**src/rtl/alu_cmd_link_if.sv**
```systemverilog
// Byte-stream link between the application and the ALU command front end.
// Carries the inbound command stream and the outbound response stream.
interface alu_cmd_link_if;
  logic [7:0] in_data;
  logic       in_valid;
  logic       in_ready;
  logic [7:0] out_data;
  logic       out_valid;
  logic       out_ready;

  modport slave (
    input  in_data, in_valid, out_ready,
    output in_ready, out_data, out_valid
  );

  modport master (
    output in_data, in_valid, out_ready,
    input  in_ready, out_data, out_valid
  );
endinterface

```
**src/rtl/alu_cmd_link.sv**
```systemverilog
// Assembles 5-byte command frames, drives the ALU from registers and
// returns a 3-byte {status, result} response after a fixed latency.
module alu_cmd_link #(
  parameter int unsigned ALU_LATENCY = 0
) (
  input  logic               clk,
  input  logic               rst_n,
  alu_cmd_link_if.slave      link,
  output logic [3:0]         alu_opcode,
  output logic [15:0]        alu_a,
  output logic [15:0]        alu_b,
  input  logic [15:0]        alu_result,
  output logic               busy
);

  typedef enum logic [1:0] {
    S_RX,
    S_EXEC,
    S_TX
  } state_e;

  localparam logic [3:0] LAT     = 4'(ALU_LATENCY);
  localparam logic [3:0] OP_NOP  = 4'b0000;
  localparam logic [3:0] OP_RST  = 4'b0001;

  state_e      state_q, state_d;
  logic [2:0]  cnt_q, cnt_d;
  logic [3:0]  lat_q, lat_d;
  logic [7:0]  frm_q [4];
  logic [7:0]  frm_d [4];
  logic [3:0]  op_q, op_d;
  logic [15:0] a_q, a_d;
  logic [15:0] b_q, b_d;
  logic [7:0]  st_q, st_d;
  logic [15:0] res_q, res_d;

  logic [3:0]  hdr_op;
  logic        hdr_bad;
  logic        op_ok;

  assign hdr_op = frm_q[0][3:0];

  always_comb begin
    op_ok = 1'b0;
    unique case (hdr_op)
      4'b0000, 4'b0001, 4'b0100, 4'b0101,
      4'b1000, 4'b1001, 4'b1010, 4'b1011,
      4'b1100, 4'b1101: op_ok = 1'b1;
      default:          op_ok = 1'b0;
    endcase
  end

  assign hdr_bad = (frm_q[0][7:4] != 4'h0) || !op_ok;

  always_comb begin
    state_d = state_q;
    cnt_d   = cnt_q;
    lat_d   = lat_q;
    frm_d   = frm_q;
    op_d    = op_q;
    a_d     = a_q;
    b_d     = b_q;
    st_d    = st_q;
    res_d   = res_q;
    unique case (state_q)
      S_RX: begin
        if (link.in_valid) begin
          if (cnt_q != 3'd4) begin
            frm_d[cnt_q[1:0]] = link.in_data;
            cnt_d = cnt_q + 3'd1;
          end else begin
            cnt_d = 3'd0;
            unique case (1'b1)
              hdr_bad: begin
                st_d    = {1'b1, 3'b000, hdr_op};
                res_d   = 16'h0000;
                state_d = S_TX;
              end
              (!hdr_bad && hdr_op == OP_NOP): begin
                state_d = S_RX;
              end
              (!hdr_bad && hdr_op == OP_RST): begin
                op_d    = 4'h0;
                a_d     = 16'h0000;
                b_d     = 16'h0000;
                st_d    = 8'h01;
                res_d   = 16'h0000;
                state_d = S_TX;
              end
              default: begin
                op_d    = hdr_op;
                a_d     = {frm_q[1], frm_q[2]};
                b_d     = {frm_q[3], link.in_data};
                lat_d   = 4'h0;
                state_d = S_EXEC;
              end
            endcase
          end
        end
      end
      S_EXEC: begin
        if (lat_q == LAT) begin
          res_d   = alu_result;
          st_d    = {4'b0000, op_q};
          cnt_d   = 3'd0;
          state_d = S_TX;
        end else begin
          lat_d = lat_q + 4'h1;
        end
      end
      S_TX: begin
        if (link.out_ready) begin
          if (cnt_q == 3'd2) begin
            cnt_d   = 3'd0;
            state_d = S_RX;
          end else begin
            cnt_d = cnt_q + 3'd1;
          end
        end
      end
      default: state_d = S_RX;
    endcase
  end

  always_ff @(posedge clk or negedge rst_n) begin
    if (!rst_n) begin
      state_q <= S_RX;
      cnt_q   <= 3'd0;
      lat_q   <= 4'h0;
      for (int i = 0; i < 4; i++) frm_q[i] <= 8'h00;
      op_q    <= 4'h0;
      a_q     <= 16'h0000;
      b_q     <= 16'h0000;
      st_q    <= 8'h00;
      res_q   <= 16'h0000;
    end else begin
      state_q <= state_d;
      cnt_q   <= cnt_d;
      lat_q   <= lat_d;
      frm_q   <= frm_d;
      op_q    <= op_d;
      a_q     <= a_d;
      b_q     <= b_d;
      st_q    <= st_d;
      res_q   <= res_d;
    end
  end

  // Ready is masked by rst_n so nothing is accepted while reset is held.
  assign link.in_ready  = rst_n && (state_q == S_RX);
  assign link.out_valid = (state_q == S_TX);

  always_comb begin
    link.out_data = 8'h00;
    if (state_q == S_TX) begin
      unique case (cnt_q)
        3'd0:    link.out_data = st_q;
        3'd1:    link.out_data = res_q[15:8];
        3'd2:    link.out_data = res_q[7:0];
        default: link.out_data = 8'h00;
      endcase
    end
  end

  assign alu_opcode = op_q;
  assign alu_a      = a_q;
  assign alu_b      = b_q;
  assign busy       = (state_q != S_RX);

endmodule

```
**src/flat_wrapper.sv**
```systemverilog
// flat-port wrapper written by rule: the top's interface ports become plain ports
module alu_cmd_link_flat 
#(
  parameter int unsigned ALU_LATENCY = 0
)
  (clk, rst_n, alu_opcode, alu_a, alu_b, alu_result, busy, link_in_data, link_in_valid, link_out_ready, link_in_ready, link_out_data, link_out_valid);
  alu_cmd_link_if link_i ();
  input  logic clk;
  input  logic rst_n;
  output logic [3:0] alu_opcode;
  output logic [15:0] alu_a;
  output logic [15:0] alu_b;
  input  logic [15:0] alu_result;
  output logic busy;
  input wire logic [$bits(link_i.in_data)-1:0] link_in_data;
  input wire logic [$bits(link_i.in_valid)-1:0] link_in_valid;
  input wire logic [$bits(link_i.out_ready)-1:0] link_out_ready;
  output wire logic [$bits(link_i.in_ready)-1:0] link_in_ready;
  output wire logic [$bits(link_i.out_data)-1:0] link_out_data;
  output wire logic [$bits(link_i.out_valid)-1:0] link_out_valid;
  assign link_i.in_data = link_in_data;
  assign link_i.in_valid = link_in_valid;
  assign link_i.out_ready = link_out_ready;
  assign link_in_ready = link_i.in_ready;
  assign link_out_data = link_i.out_data;
  assign link_out_valid = link_i.out_valid;
  alu_cmd_link #(.ALU_LATENCY(ALU_LATENCY)) u_core (.clk(clk), .rst_n(rst_n), .link(link_i), .alu_opcode(alu_opcode), .alu_a(alu_a), .alu_b(alu_b), .alu_result(alu_result), .busy(busy));
endmodule
```
**config.mk**
```make
export PLATFORM = sky130hd
export DESIGN_NAME = alu_cmd_link_flat
export DESIGN_NICKNAME = d
export VERILOG_FILES = /design/src/rtl/alu_cmd_link_if.sv /design/src/rtl/alu_cmd_link.sv /design/src/flat_wrapper.sv
export SDC_FILE = /design/constraint.sdc
export NUM_CORES = 1
export LEC_CHECK = 0
export CORE_AREA = 2 2 103 105
export CTS_CLUSTER_SIZE = 12
export DETAILED_ROUTE_END_ITERATION = 7
export DIE_AREA = 0 0 105 107
export PLACE_DENSITY = 0.74
export SLEW_MARGIN = 10
export SYNTH_ARGS = -nofsm -noshare
export SYNTH_HDL_FRONTEND = slang
export SYNTH_SLANG_ARGS = --single-unit
```
**constraint.sdc**
```tcl
create_clock -name clk -period 5 [get_ports clk]
set_input_delay 1 -clock clk [delete_from_list [all_inputs] [get_ports clk]]
set_output_delay 1 -clock clk [all_outputs]
set_load 0.01 [all_outputs]
```
==> impl_metrics.yaml <==
placed_design:
  gp_congestion: 0.812
  place_hpwl_microns: 6660
  portBuffers: 74
global_routing:
  antenna_found_initial: 0
  grt_max_degree: 70
  grt_remaining_overflow: 0
  track_usage: 0.183
  grt_pass1_vias: 3219
  grt_pass1_wl_microns: 16300
finish:
  nets: 462
  fillers: 909
  post-route-util: 0.542
  diodes: 0
  multiInputGateArea_sq_um: 1770
  ff_latch_area_sq_um: 2450
  drive_gt1_frac: 0.172
  area_growth_pct: 23.6
worst_setup_path:
  crit_path_end_kind: "primary output"
  cp_max_fo: 11
  slowest_stage: "o311ai_1"
  max_stage_delay_ps: 850
  path_cells: "inv_1 -> ha_1 -> o311ai_1 -> nor2_1 -> clkdlybuf4s50_1"
  worst-setup-path-type: "flip-flop to primary output"
  rrSetupSlack_ps: 2530
  cp.required_ps: 4000
  critPathArrivalTime_ps: 2690
  start_kind: "flip-flop"
detailed_routing:
  viasPerCell: 5.44
  wl_microns: 9720
  wl_per_cell_microns: 17.2
  dr.pass1.iters: 4
  drtAntennaViolNets: 0
  vias: 3073
  drt_iter0_markers: 215
  drc: 0
floorplan:
  start_util: 0.439
  coreArea_sq_um: 10100
  rows: 37
  dieArea_sq_um: 11200
  ios: 75
  dieHeight_microns: 107
  die_w_microns: 105
timing:
  period_minus_slack_ps: 3690
  hold_ws_ps: 500
  setup_violations: 0
  rsz0062_at_grt: "no"
  maxSlewViolCount: 0
  period_share: 0.738
  worstMarginPinSlew_ps: 928
  fin_tns_setup_ps: 0
  hold_violations: 0
  relSlewSlack: 0.371
  max_clock_freq_mhz: 271
  fin_skew_ps: 13.3
run:
  maxCapViolCount: 0
yosys:
  synth_seq_cells: 98
  synth-main-ff-cell: "dfrtp_1"
  yosysMostFrequentCell: "dfrtp_1"
  post_synth.cell_area_avg_sq_um: 12.6
  syn_inst: 351
  synth_edf_count: 0
  ys_seq_area_frac: 0.554
  synth_cell_types: 46
  ys_async_sr_fraction: 1.00
  syn_nets: 389
  yosysTopAreaCellShare: 0.554
  synth_area_sq_um: 4430
  ys_warn_count: 0
  synthTopCellsByArea: "dfrtp_1, mux2_2, a22o_1, mux2i_1, ha_1"
  post-synth-top-area-cell: "dfrtp_1"
  synthTopCellsByCount: "dfrtp_1, mux2_2, a22o_1, inv_1, nand2_1"
pwr:
  p_leak_nw: 2.37
  vdd_drop_max_mv: 0.299
  power_density_nw_per_um2: 581
clocking:
  clock_path_buffers: 2
  post_cts_buffers: 0
  cts-hold-fix-buffers: 0
  cts.sinks: 98
  cts_tree: "yes"
  clockRootBuffer: "clkbuf_8"
  cts_resized: 0
  numCtsBuffers: 9
  clkLatencyLatePin_ps: 370
  htreeDepth: 3
  clk_pin_slew_ps: 110
outcome:
  status: "finished clean"
worst_hold_path:
  hp-class: "flip-flop to flip-flop"
-- worst max-delay path, delay by kind of cell (launching register included) --
family,cells,cell delay [ps]
buffers and inverters,2,600
DFF,1,410
AOI/OAI and AO/OA,1,850
and+or+nand+nor,1,140
adders and majority gates,1,320
-- flip-flops by register name, indices dropped and copies added, names as in the netlist --
register,cells
u_core.frm_q,32
u_core.alu_opcode,4
u_core.cnt_q,3
u_core.state_q,2
u_core.alu_a,16
u_core.st_q,5
u_core.lat_q,4
u_core.res_q,16
u_core.alu_b,16
-- path summary, 6_finish.rpt --
path,from,end,cells past startpoint
min reg2reg,u_core.frm_q[9],u_core.alu_a[1],1
min in group asynchronous,rst_n,u_core.res_q[0],1
max in group asynchronous,rst_n,u_core.frm_q[20],2
max reg2reg,u_core.state_q[1],u_core.st_q[7],7
min,u_core.frm_q[9],u_core.alu_a[1],1
max,u_core.cnt_q[1],link_out_data[2],5
-- cells in the final DEF (no fill, tap or decap), types with 4 or more instances in the layout --
| cell type | netlist | routed |
|---|---|---|
| mux2_2 | 41 | 41 |
| clkdlybuf4s50_1 | 0 | 73 |
| nor2b_1 | 4 | 4 |
| inv_1 | 28 | 28 |
| nand2_1 | 25 | 25 |
| mux2i_1 | 17 | 17 |
| nor2_1 | 15 | 15 |
| buf_4 | 1 | 6 |
| a22o_1 | 33 | 33 |
| clkbuf_8 | 0 | 9 |
| ha_1 | 10 | 10 |
| a222oi_1 | 5 | 5 |
| o21ai_0 | 4 | 4 |
| dfrtp_1 | 98 | 98 |
| mux2_4 | 4 | 4 |
| a21oi_1 | 6 | 6 |
-- routing by layer --
metal	share of wire	GRT usage
met1	0.44	0.252
met2	0.50	0.288
met3	0.043	0.0328
met4	0.013	0.0705
met5	0	0
-- cells by family after synthesis --
group                    after synthesis  synth area share
adder cells (fa/ha/maj)               10            0.0283
buffers and inverters                 45            0.0469
flip-flops                            98             0.554
AND/OR/NAND/NOR                       63            0.0696
AO/OA/AOI/OAI                         71             0.140
multiplexers                          64             0.161
-- cell type report --
class	instances	area share
Clock inverter	7	0.0144
Clock buffer	9	0.0226
Multi-Input combinational cell	208	0.323
Tap cell	136	0.0311
Inverter	28	0.0192
Timing Repair Buffer	79	0.142
Sequential cell	98	0.448
-- where the power goes --
part | internal, mW | leakage, nW | total [mW] | switching, mW
Sequential | 1.13 | 1.27 | 1.36 | 0.236
Clock | 0.199 | 0.102 | 0.513 | 0.314
Combinational | 0.714 | 1.00 | 1.30 | 0.590
Total | 2.04 | 2.37 | 3.18 | 1.14
-- through the flow --
step | instance area (sq um) | total power [mW] | std cells | setup WS (ps)
final | 5470 | 3.18 | 565 | 1310
after global routing | 5470 | 3.39 | 565 | 1090
after CTS | 5470 | 3.21 | 565 | 1280
after detailed placement | 5270 | 2.69 | 549 | 1710
after global placement | 5270 | 2.63 | 549 | 1840
after floorplan | 4430 | 2.16 | 351 | 2420
Note: power is estimated with default switching activity, not from simulation.
